**config.mk**
```make
export PLATFORM = sky130hd
export DESIGN_NAME = mem_arbiter
export DESIGN_NICKNAME = d
export VERILOG_FILES = /design/src/rtl/mem_arb_pkg.sv /design/src/rtl/rr_arbiter2.sv /design/src/rtl/mem_arbiter.sv
export SDC_FILE = /design/constraint.sdc
export NUM_CORES = 1
export LEC_CHECK = 0
export BUFFER_PORTS_ARGS = -buffer_cell sky130_fd_sc_hd__buf_4
export CORE_AREA = 2 2 191 193
export CTS_CLUSTER_DIAMETER = 150
export DETAILED_ROUTE_END_ITERATION = 8
export DIE_AREA = 0 0 193 195
export PLACE_DENSITY = 0.62
export SLEW_MARGIN = 10
export SYNTH_ARGS = -nofsm -noshare
export SYNTH_HDL_FRONTEND = slang
export SYNTH_SLANG_ARGS = --single-unit
```
**constraint.sdc**
```tcl
create_clock -name clk -period 2.8 [get_ports clk]
set_input_delay 0.28 -clock clk [delete_from_list [all_inputs] [get_ports clk]]
set_output_delay 0.28 -clock clk [all_outputs]
set_load 0.005 [all_outputs]
```
**src/rtl/mem_arb_pkg.sv**
```systemverilog
// Shared definitions for the two-port memory arbiter: FSM states,
// AXI response code and requester port indices.
package mem_arb_pkg;

  typedef enum logic [2:0] {
    ST_IDLE = 3'd0,
    ST_AR   = 3'd1,
    ST_R    = 3'd2,
    ST_AW   = 3'd3,
    ST_B    = 3'd4,
    ST_RESP = 3'd5
  } state_e;

  localparam logic [1:0] RESP_OKAY = 2'b00;

  localparam logic PORT0 = 1'b0;
  localparam logic PORT1 = 1'b1;

endpackage

```
**src/rtl/rr_arbiter2.sv**
```systemverilog
// Two-way round-robin grant: a lone requester always wins, on contention
// the port that was not granted last time wins.
module rr_arbiter2
  import mem_arb_pkg::*;
(
  input  logic [1:0] req,
  input  logic       last,
  output logic [1:0] grant
);

  always_comb begin
    grant = 2'b00;
    case (req)
      2'b01:   grant = 2'b01;
      2'b10:   grant = 2'b10;
      2'b11:   grant = (last == PORT1) ? 2'b01 : 2'b10;
      default: grant = 2'b00;
    endcase
  end

endmodule

```
**src/rtl/mem_arbiter.sv**
```systemverilog
// Arbitrates an instruction-fetch read port and an LSU read/write port onto
// a single AXI-lite master, one transaction in flight at a time.
module mem_arbiter
  import mem_arb_pkg::*;
#(
  parameter int ADDR_WIDTH = 32,
  parameter int DATA_WIDTH = 64
) (
  input  logic                      clk,
  input  logic                      rst,

  input  logic                      s0_req,
  input  logic [ADDR_WIDTH-1:0]     s0_addr,
  output logic                      s0_done,
  output logic [DATA_WIDTH-1:0]     s0_rdata,
  output logic                      s0_err,

  input  logic                      s1_req,
  input  logic                      s1_we,
  input  logic [ADDR_WIDTH-1:0]     s1_addr,
  input  logic [DATA_WIDTH-1:0]     s1_wdata,
  input  logic [DATA_WIDTH/8-1:0]   s1_wstrb,
  output logic                      s1_done,
  output logic [DATA_WIDTH-1:0]     s1_rdata,
  output logic                      s1_err,

  output logic [ADDR_WIDTH-1:0]     m_araddr,
  output logic                      m_arvalid,
  input  logic                      m_arready,
  input  logic [DATA_WIDTH-1:0]     m_rdata,
  input  logic [1:0]                m_rresp,
  input  logic                      m_rvalid,
  output logic                      m_rready,

  output logic [ADDR_WIDTH-1:0]     m_awaddr,
  output logic                      m_awvalid,
  input  logic                      m_awready,
  output logic [DATA_WIDTH-1:0]     m_wdata,
  output logic [DATA_WIDTH/8-1:0]   m_wstrb,
  output logic                      m_wvalid,
  input  logic                      m_wready,
  input  logic [1:0]                m_bresp,
  input  logic                      m_bvalid,
  output logic                      m_bready
);

  state_e                    state_q, state_d;
  logic                      owner_q, owner_d;
  logic                      last_grant_q, last_grant_d;
  logic [ADDR_WIDTH-1:0]     addr_q, addr_d;
  logic [DATA_WIDTH-1:0]     wdata_q, wdata_d;
  logic [DATA_WIDTH/8-1:0]   wstrb_q, wstrb_d;
  logic                      arvalid_q, arvalid_d;
  logic                      rready_q, rready_d;
  logic                      awvalid_q, awvalid_d;
  logic                      wvalid_q, wvalid_d;
  logic                      bready_q, bready_d;
  logic                      s0_done_q, s0_done_d;
  logic                      s1_done_q, s1_done_d;
  logic [DATA_WIDTH-1:0]     s0_rdata_q, s0_rdata_d;
  logic [DATA_WIDTH-1:0]     s1_rdata_q, s1_rdata_d;
  logic                      s0_err_q, s0_err_d;
  logic                      s1_err_q, s1_err_d;

  logic [1:0]                grant;
  logic                      grant_port;
  logic                      grant_we;
  logic                      aw_pending;
  logic                      w_pending;
  logic                      resp_fire;
  logic [DATA_WIDTH-1:0]     resp_data;
  logic                      resp_err;

  rr_arbiter2 u_rr (
    .req   ({s1_req, s0_req}),
    .last  (last_grant_q),
    .grant (grant)
  );

  assign grant_port = grant[1];
  assign grant_we   = (grant_port == PORT1) ? s1_we : 1'b0;
  assign aw_pending = awvalid_q & ~m_awready;
  assign w_pending  = wvalid_q & ~m_wready;

  always_comb begin
    state_d      = state_q;
    owner_d      = owner_q;
    last_grant_d = last_grant_q;
    addr_d       = addr_q;
    wdata_d      = wdata_q;
    wstrb_d      = wstrb_q;
    arvalid_d    = arvalid_q;
    rready_d     = rready_q;
    awvalid_d    = awvalid_q;
    wvalid_d     = wvalid_q;
    bready_d     = bready_q;
    s0_done_d    = 1'b0;
    s1_done_d    = 1'b0;
    s0_rdata_d   = s0_rdata_q;
    s1_rdata_d   = s1_rdata_q;
    s0_err_d     = s0_err_q;
    s1_err_d     = s1_err_q;
    resp_fire    = 1'b0;
    resp_data    = '0;
    resp_err     = 1'b0;

    case (state_q)
      ST_IDLE: begin
        if (|grant) begin
          owner_d      = grant_port;
          last_grant_d = grant_port;
          addr_d       = (grant_port == PORT1) ? s1_addr : s0_addr;
          wdata_d      = (grant_port == PORT1) ? s1_wdata : '0;
          wstrb_d      = (grant_port == PORT1) ? s1_wstrb : '0;
          if (grant_we) begin
            awvalid_d = 1'b1;
            wvalid_d  = 1'b1;
            state_d   = ST_AW;
          end else begin
            arvalid_d = 1'b1;
            state_d   = ST_AR;
          end
        end
      end
      ST_AR: begin
        if (m_arready) begin
          arvalid_d = 1'b0;
          rready_d  = 1'b1;
          state_d   = ST_R;
        end
      end
      ST_R: begin
        if (m_rvalid) begin
          rready_d  = 1'b0;
          resp_fire = 1'b1;
          resp_data = m_rdata;
          resp_err  = (m_rresp != RESP_OKAY);
        end
      end
      ST_AW: begin
        // Address and data channels retire independently; B waits for both.
        awvalid_d = aw_pending;
        wvalid_d  = w_pending;
        if (!aw_pending && !w_pending) begin
          bready_d = 1'b1;
          state_d  = ST_B;
        end
      end
      ST_B: begin
        if (m_bvalid) begin
          bready_d  = 1'b0;
          resp_fire = 1'b1;
          resp_err  = (m_bresp != RESP_OKAY);
        end
      end
      ST_RESP: begin
        state_d = ST_IDLE;
      end
      default: begin
        state_d = ST_IDLE;
      end
    endcase

    if (resp_fire) begin
      state_d = ST_RESP;
      if (owner_q == PORT1) begin
        s1_done_d  = 1'b1;
        s1_rdata_d = resp_data;
        s1_err_d   = resp_err;
      end else begin
        s0_done_d  = 1'b1;
        s0_rdata_d = resp_data;
        s0_err_d   = resp_err;
      end
    end
  end

  always_ff @(posedge clk) begin
    if (!rst) begin
      state_q      <= ST_IDLE;
      owner_q      <= PORT0;
      last_grant_q <= PORT1;
      addr_q       <= '0;
      wdata_q      <= '0;
      wstrb_q      <= '0;
      arvalid_q    <= 1'b0;
      rready_q     <= 1'b0;
      awvalid_q    <= 1'b0;
      wvalid_q     <= 1'b0;
      bready_q     <= 1'b0;
      s0_done_q    <= 1'b0;
      s1_done_q    <= 1'b0;
      s0_rdata_q   <= '0;
      s1_rdata_q   <= '0;
      s0_err_q     <= 1'b0;
      s1_err_q     <= 1'b0;
    end else begin
      state_q      <= state_d;
      owner_q      <= owner_d;
      last_grant_q <= last_grant_d;
      addr_q       <= addr_d;
      wdata_q      <= wdata_d;
      wstrb_q      <= wstrb_d;
      arvalid_q    <= arvalid_d;
      rready_q     <= rready_d;
      awvalid_q    <= awvalid_d;
      wvalid_q     <= wvalid_d;
      bready_q     <= bready_d;
      s0_done_q    <= s0_done_d;
      s1_done_q    <= s1_done_d;
      s0_rdata_q   <= s0_rdata_d;
      s1_rdata_q   <= s1_rdata_d;
      s0_err_q     <= s0_err_d;
      s1_err_q     <= s1_err_d;
    end
  end

  assign m_araddr  = addr_q;
  assign m_arvalid = arvalid_q;
  assign m_rready  = rready_q;
  assign m_awaddr  = addr_q;
  assign m_awvalid = awvalid_q;
  assign m_wdata   = wdata_q;
  assign m_wstrb   = wstrb_q;
  assign m_wvalid  = wvalid_q;
  assign m_bready  = bready_q;
  assign s0_done   = s0_done_q;
  assign s0_rdata  = s0_rdata_q;
  assign s0_err    = s0_err_q;
  assign s1_done   = s1_done_q;
  assign s1_rdata  = s1_rdata_q;
  assign s1_err    = s1_err_q;

endmodule

```
# Yosys cells after proc, flatten, opt, wreduce, memory -nomap -nowiden
# Cells that the tools add are included.
[word_totals]
register_bits = 246
input_bits = 214
out_inout_bits = 273
wordCells = 102
[classes]
bitwise_logic = 7
n_mux = 36
eq_ne = 18
reduce_logical = 23
[op_table]
columns = ["op", "n"]
rows = [
  ["$mux W64", 3],
  ["$mux W32", 1],
  ["$mux W1", 16],
  ["$ne A2 B2 Y1 const B", 7],
  ["$pmux W1 S2", 7],
  ["$mux W3", 4],
  ["$pmux W3 S4", 1],
  ["$reduce_and A4 Y1", 3],
  ["$reduce_bool A2 Y1", 6],
  ["$ne A3 B3 Y1 const B", 3],
  ["$reduce_and A3 Y1", 3],
  ["$mux W8", 1],
  ["$reduce_and A2 Y1", 4],
  ["$eq A3 B2 Y1 const B", 2],
  ["$pmux W2 S3", 1],
  ["$reduce_or A2 Y1", 3],
  ["$not A1 Y1", 5],
  ["$eq A2 B2 Y1 const B", 2],
  ["$mux W2", 2],
  ["$eq A3 B1 Y1 const B", 1],
  ["$eq A3 B3 Y1 const B", 1],
  ["$logic_not A3 Y1", 1],
  ["$and A1 B1 Y1", 2],
  ["$eq A2 B1 Y1 const B", 1],
  ["3 further kinds", 4],
]

# Longest topological paths before layout
[logic_depth]
ltp_word = 7
depth_mapped = 6
ltp_nobuf = 3

# By module
# A second synthesis with hierarchy kept.
[unflattened]
cells_unflattened = 1094
hier_area_um2 = 9954.5
[modules_own_cells]
columns = ["mod", "cells_each", "area_each_um2", "instances", "seq_area_each_um2"]
rows = [
  ["mem_arbiter", 1091, 9935.8, 1, 4924.7],
  ["rr_arbiter2", 3, 18.8, 1, 0.0],
]

# Worst setup path before layout
# Ideal clock, no wire load.
[synth_timing]
path_type = "flip-flop to flip-flop"
startpoint = "register state_q[1]"
endpoint = "register s1_rdata_q[10], in the netlist s1_rdata[10]"
path_stages_with_launch = 7
setup_time_ns = 0.128
t_arrival_ns = 1.308
setup_slack_ns = 1.364
required_time_ns = 2.672
n_path_buf = 3
synth_period_minus_slack_ns = 1.436
cell_sequence = "dfxtp_1 > buf_2 > nand4bb_1 > a21boi_1 > buf_4 > buf_6 > o22ai_1"
[synth_between]
elab_chain_len = 3
elab_cells_between_ends = 5
cone_classes = "eq/ne (2); mux (2); reduce/logical (1)"
[synth_lines]
columns = ["element", "line", "text"]
rows = [
  ["from (decl)", "mem_arbiter.sv:47", "state_e state_q, state_d;"],
  ["from (signal assigned)", "mem_arbiter.sv:198", "state_q <= state_d;"],
  ["$eq A3 B3 Y1 / $eq A3 B2 Y1 (equally long branches)", "mem_arbiter.sv:107", "case (state_q)"],
  ["$pmux W1 S2", "mem_arbiter.sv:107", ""],
  ["$reduce_and A2 Y1 (no source line)", "n/a", ""],
  ["to (signal assigned)", "mem_arbiter.sv:212", "s1_rdata_q <= s1_rdata_d;"],
  ["to (decl)", "mem_arbiter.sv:61", "logic [DATA_WIDTH-1:0] s1_rdata_q, s1_rdata_d;"],
]
# Parallel ways exist; a longest one is shown, timed or not.
# A chain may end at the register's enable or synchronous reset.

# Final worst setup path
[layout_timing]
startpoint = "register state_q[0]"
endpoint = "register wdata_q[19], in the netlist m_wdata[19]"
[layout_between]
elab_chain_len = 2
[layout_lines]
columns = ["element", "line", "text"]
rows = [
  ["$logic_not A3 Y1", "mem_arbiter.sv:107", ""],
  ["$reduce_and A2 Y1 (no source line)", "n/a", ""],
  ["to (signal assigned)", "mem_arbiter.sv:202", "wdata_q <= wdata_d;"],
  ["to (decl)", "mem_arbiter.sv:51", "logic [DATA_WIDTH-1:0] wdata_q, wdata_d;"],
]
# No other way between the ends.

==> impl_metrics.yaml <==
outcome:
  status: "finished, final reports clean"
drt:
  drtIter0Drc: 507
  wl_per_cell_microns: 18.50
  routed_wl_microns: 38040
  drc: 0
  dr.pass1.iters: 5
  vias: 10290
  avgViaCountPerCell: 5.004
  ant_nets: 0
critical_path:
  path_delay_family: "flip-flops"
  crit_chain: "or3_4 -> buf_4 -> o21ai_0 -> a21oi_1"
  crit_type: "flip-flop to flip-flop"
  r2r-start: "state_q[0]"
  reg2reg_slack_ns: 0.72
  crit_buf_inv: 1
  endpoint: "m_wdata[19]"
  r2r-end: "m_wdata[19]"
  cp_max_fo: 42
  crit_start: "state_q[0]"
  start_kind: "flip-flop"
  crit_path_end_kind: "flip-flop"
  crit_path_top_delay_cell: "dfxtp_1"
  cp_data_arrival_time_ns: 2.55
  cp_num_cells: 4
  slowest_delay_ns: 0.69
  worstPathRequired_ns: 3.27
  reg2regPathDepth: 4
run:
  cap_viol_max_count: 0
timing:
  whs_ns: 0.03140
  worstMarginPinSlew_ns: 0.7535
  max_freq_mhz: 481.2
  slew_headroom: 0.4965
  drv_slew: 0
  rsz0062_at_grt: "false"
  setup_tns_ns: 0
  min_period_over_period: 0.7422
  hold_viol_final: 0
  layout_min_cycle_time_ns: 2.078
  fin_skew_ns: 0.006190
  setup_viol: 0
  worst_slack_ns: 0.7220
global_routing:
  overflow: 0
  grt_max_degree: 117
  grtUsageTotal: 0.1879
  grt_pass1_wl_microns: 56460
  antenna_found_initial: 4
  grt_pass1_vias: 9887
layout:
  nets: 1784
  final_cell_mix: "buf_4, dfxtp_1, nand2_1"
  final_common_cell: "buf_4"
  fillerInstances: 3405
  area_delta_synth_final_pct: 54.75
  drive_above_1_share: 0.3627
synthesis:
  synth_compound_area_frac: 0.2181
  synthMuxAreaShare: 0.03242
  synth_cell_types: 45
  synth_top_family_by_area: "compound AO/OA/AOI/OAI gates"
  yosysSeqAreaShare: 0.4984
  synth_nets: 1323
  yosys_register_bits: 246
  post_synth.cell_area_avg_sq_um: 8.910
  syn_inst: 1109
  yosys.area_share.xor_xnor: 0
  postSynth.asyncResetShare: 0
  synthFlopType: "dfxtp_1"
  synth-edff-count: 0
  synthAdderAreaFrac: 0
  yosysWarningCount: 0
  synth-simple-area-share: 0.1615
  synth_area_sq_um: 9881
power:
  vdd_ir_drop_max_uv: 503.0
  seqPwrFrac: 0.378
  sw_frac_of_total: 0.3035
  power.density_nw_per_um2: 717.0
  intPower_mw: 7.636
  clkPwrFrac: 0.364
  leakagePower_nw: 6.408
  pwr-share-comb: 0.258
  p_sw_mw: 3.327
place:
  pre_cts_slack_ns: 0.7516
  gp_congestion: 0.8319
  portBuffers: 486
  detailed_place_hpwl_microns: 25980
floorplanning:
  row_count: 69
  chipWidth_microns: 193
  pin_count: 487
  chipHeight_microns: 195
  dieArea_sq_um: 37640
  core_sq_um: 35400
  initial_core_util: 0.2791
cts:
  numCtsBuffers: 29
  cts.sinks: 246
  insertion_delay_ns: 0.54
  cts_tree: "done"
  h-tree-depth: 1
  root_buffer: "clkbuf_16"
  clk_path_buf_depth: 3
  cts_resized: 0
  clkTransAtPathRegs_ns: 0.06
hold_path:
  hold_class: "input port to flip-flop"
  hold_depth: 3
-- cell families (layout without fill, tap and decap cells) --
| kind of cell | count (synthesis) | count (layout) |
|---|---|---|
| flip-flops | 246 | 246 |
| multiplexers | 32 | 32 |
| AND/OR/NAND/NOR | 306 | 306 |
| AO/OA/AOI/OAI | 368 | 368 |
| buffers and inverters | 157 | 639 |
| other | 0 | 4 |
-- sequential cells by signal (all words and copies together), names as in the netlist --
signal        flops
last_grant_q      1
m_araddr         32
m_arvalid         1
m_awvalid         1
m_bready          1
m_rready          1
m_wdata          64
m_wstrb           8
m_wvalid          1
owner_q           1
s0_done           1
s0_err            1
s0_rdata         64
s1_done           1
s1_err            1
s1_rdata         64
state_q           3
-- metrics by stage --
stage,power [mW],cell area [sq um],cells,utilization
after floorplan,5.757,9881,1109,-
after global placement,6.930,13560,1930,0.3831
after detailed placement,6.959,13560,1930,0.3831
after CTS,11.06,15280,2052,0.4317
after global routing,11.46,15290,2056,0.4320
final,10.96,15290,2056,0.4320
-- worst min-delay path by stage --
stage,startpoint,endpoint,slack [ns]
2_1_floorplan,m_rdata[61],s0_rdata[61],0.41
3_3_place_gp,m_arvalid,m_arvalid,0.44
3_5_place_dp,m_bready,m_bready,0.45
4_1_cts,s1_wdata[44],m_wdata[44],0.004
5_1_grt,s1_wdata[44],m_wdata[44],0.02
6_report,s1_wdata[44],m_wdata[44],0.03
-- layer usage --
metal  up-vias  global-route usage  share of wire
met5         -                   0              0
met4         0             0.07969          0.044
met3        88             0.04655          0.085
met2       446              0.3258           0.49
met1      4845              0.2185           0.38
li1       4909                   -              -
-- synthesized netlist by cell type (all sizes together), types with 3 or more instances --
library cell  number  area [sq um]
a21oi            110         561.8
nand3b            64         480.5
a41oi              3         26.28
o22ai            125         782.0
nor2b              3         18.77
clkbuf            71         267.8
mux2i             32         320.3
dfxtp            246          4925
a211oi            34         255.2
nand2            136         510.5
nand2b             4         25.02
nand3             77         385.4
buf               81         599.3
nor2               7         36.29
o21ai             83         415.4
inv                5         18.76
-- power by group through the flow --
| stage | combinational, mW | clock, mW | sequential, mW |
|---|---|---|---|
| floorplan | 1.62 | 0 | 4.13 |
| global placement | 2.73 | 0 | 4.20 |
| detailed placement | 2.76 | 0 | 4.20 |
| CTS | 2.85 | 4.07 | 4.14 |
| global route | 3.05 | 4.22 | 4.19 |
| finish | 2.83 | 3.99 | 4.14 |
-- worst min-delay path: cells and delay by family --
family,cells,cell delay (ns)
simple gates,1,0.08
buf+inv,1,0.11
compound gates,1,0.06
-- repair_timing --
item                      4_1_cts  5_1_grt
setup buffers                   0        0
hold buffers                   70        0
hold endpoints to repair       72        0
-- cell type report --
class | count | area (sq um) | area share
Sequential cell | 246 | 4926 | 0.3222
Timing Repair Buffer | 582 | 4636 | 0.3032
Multi-Input combinational cell | 706 | 4103 | 0.2683
Clock buffer | 38 | 829.5 | 0.05425
Tap cell | 461 | 576.8 | 0.03772
Clock inverter | 14 | 188.9 | 0.01236
Inverter | 5 | 21.27 | 0.001391
Antenna cell | 4 | 10.01 | 0.0006546
No activity file was read; power rests on OpenSTA's default activity.
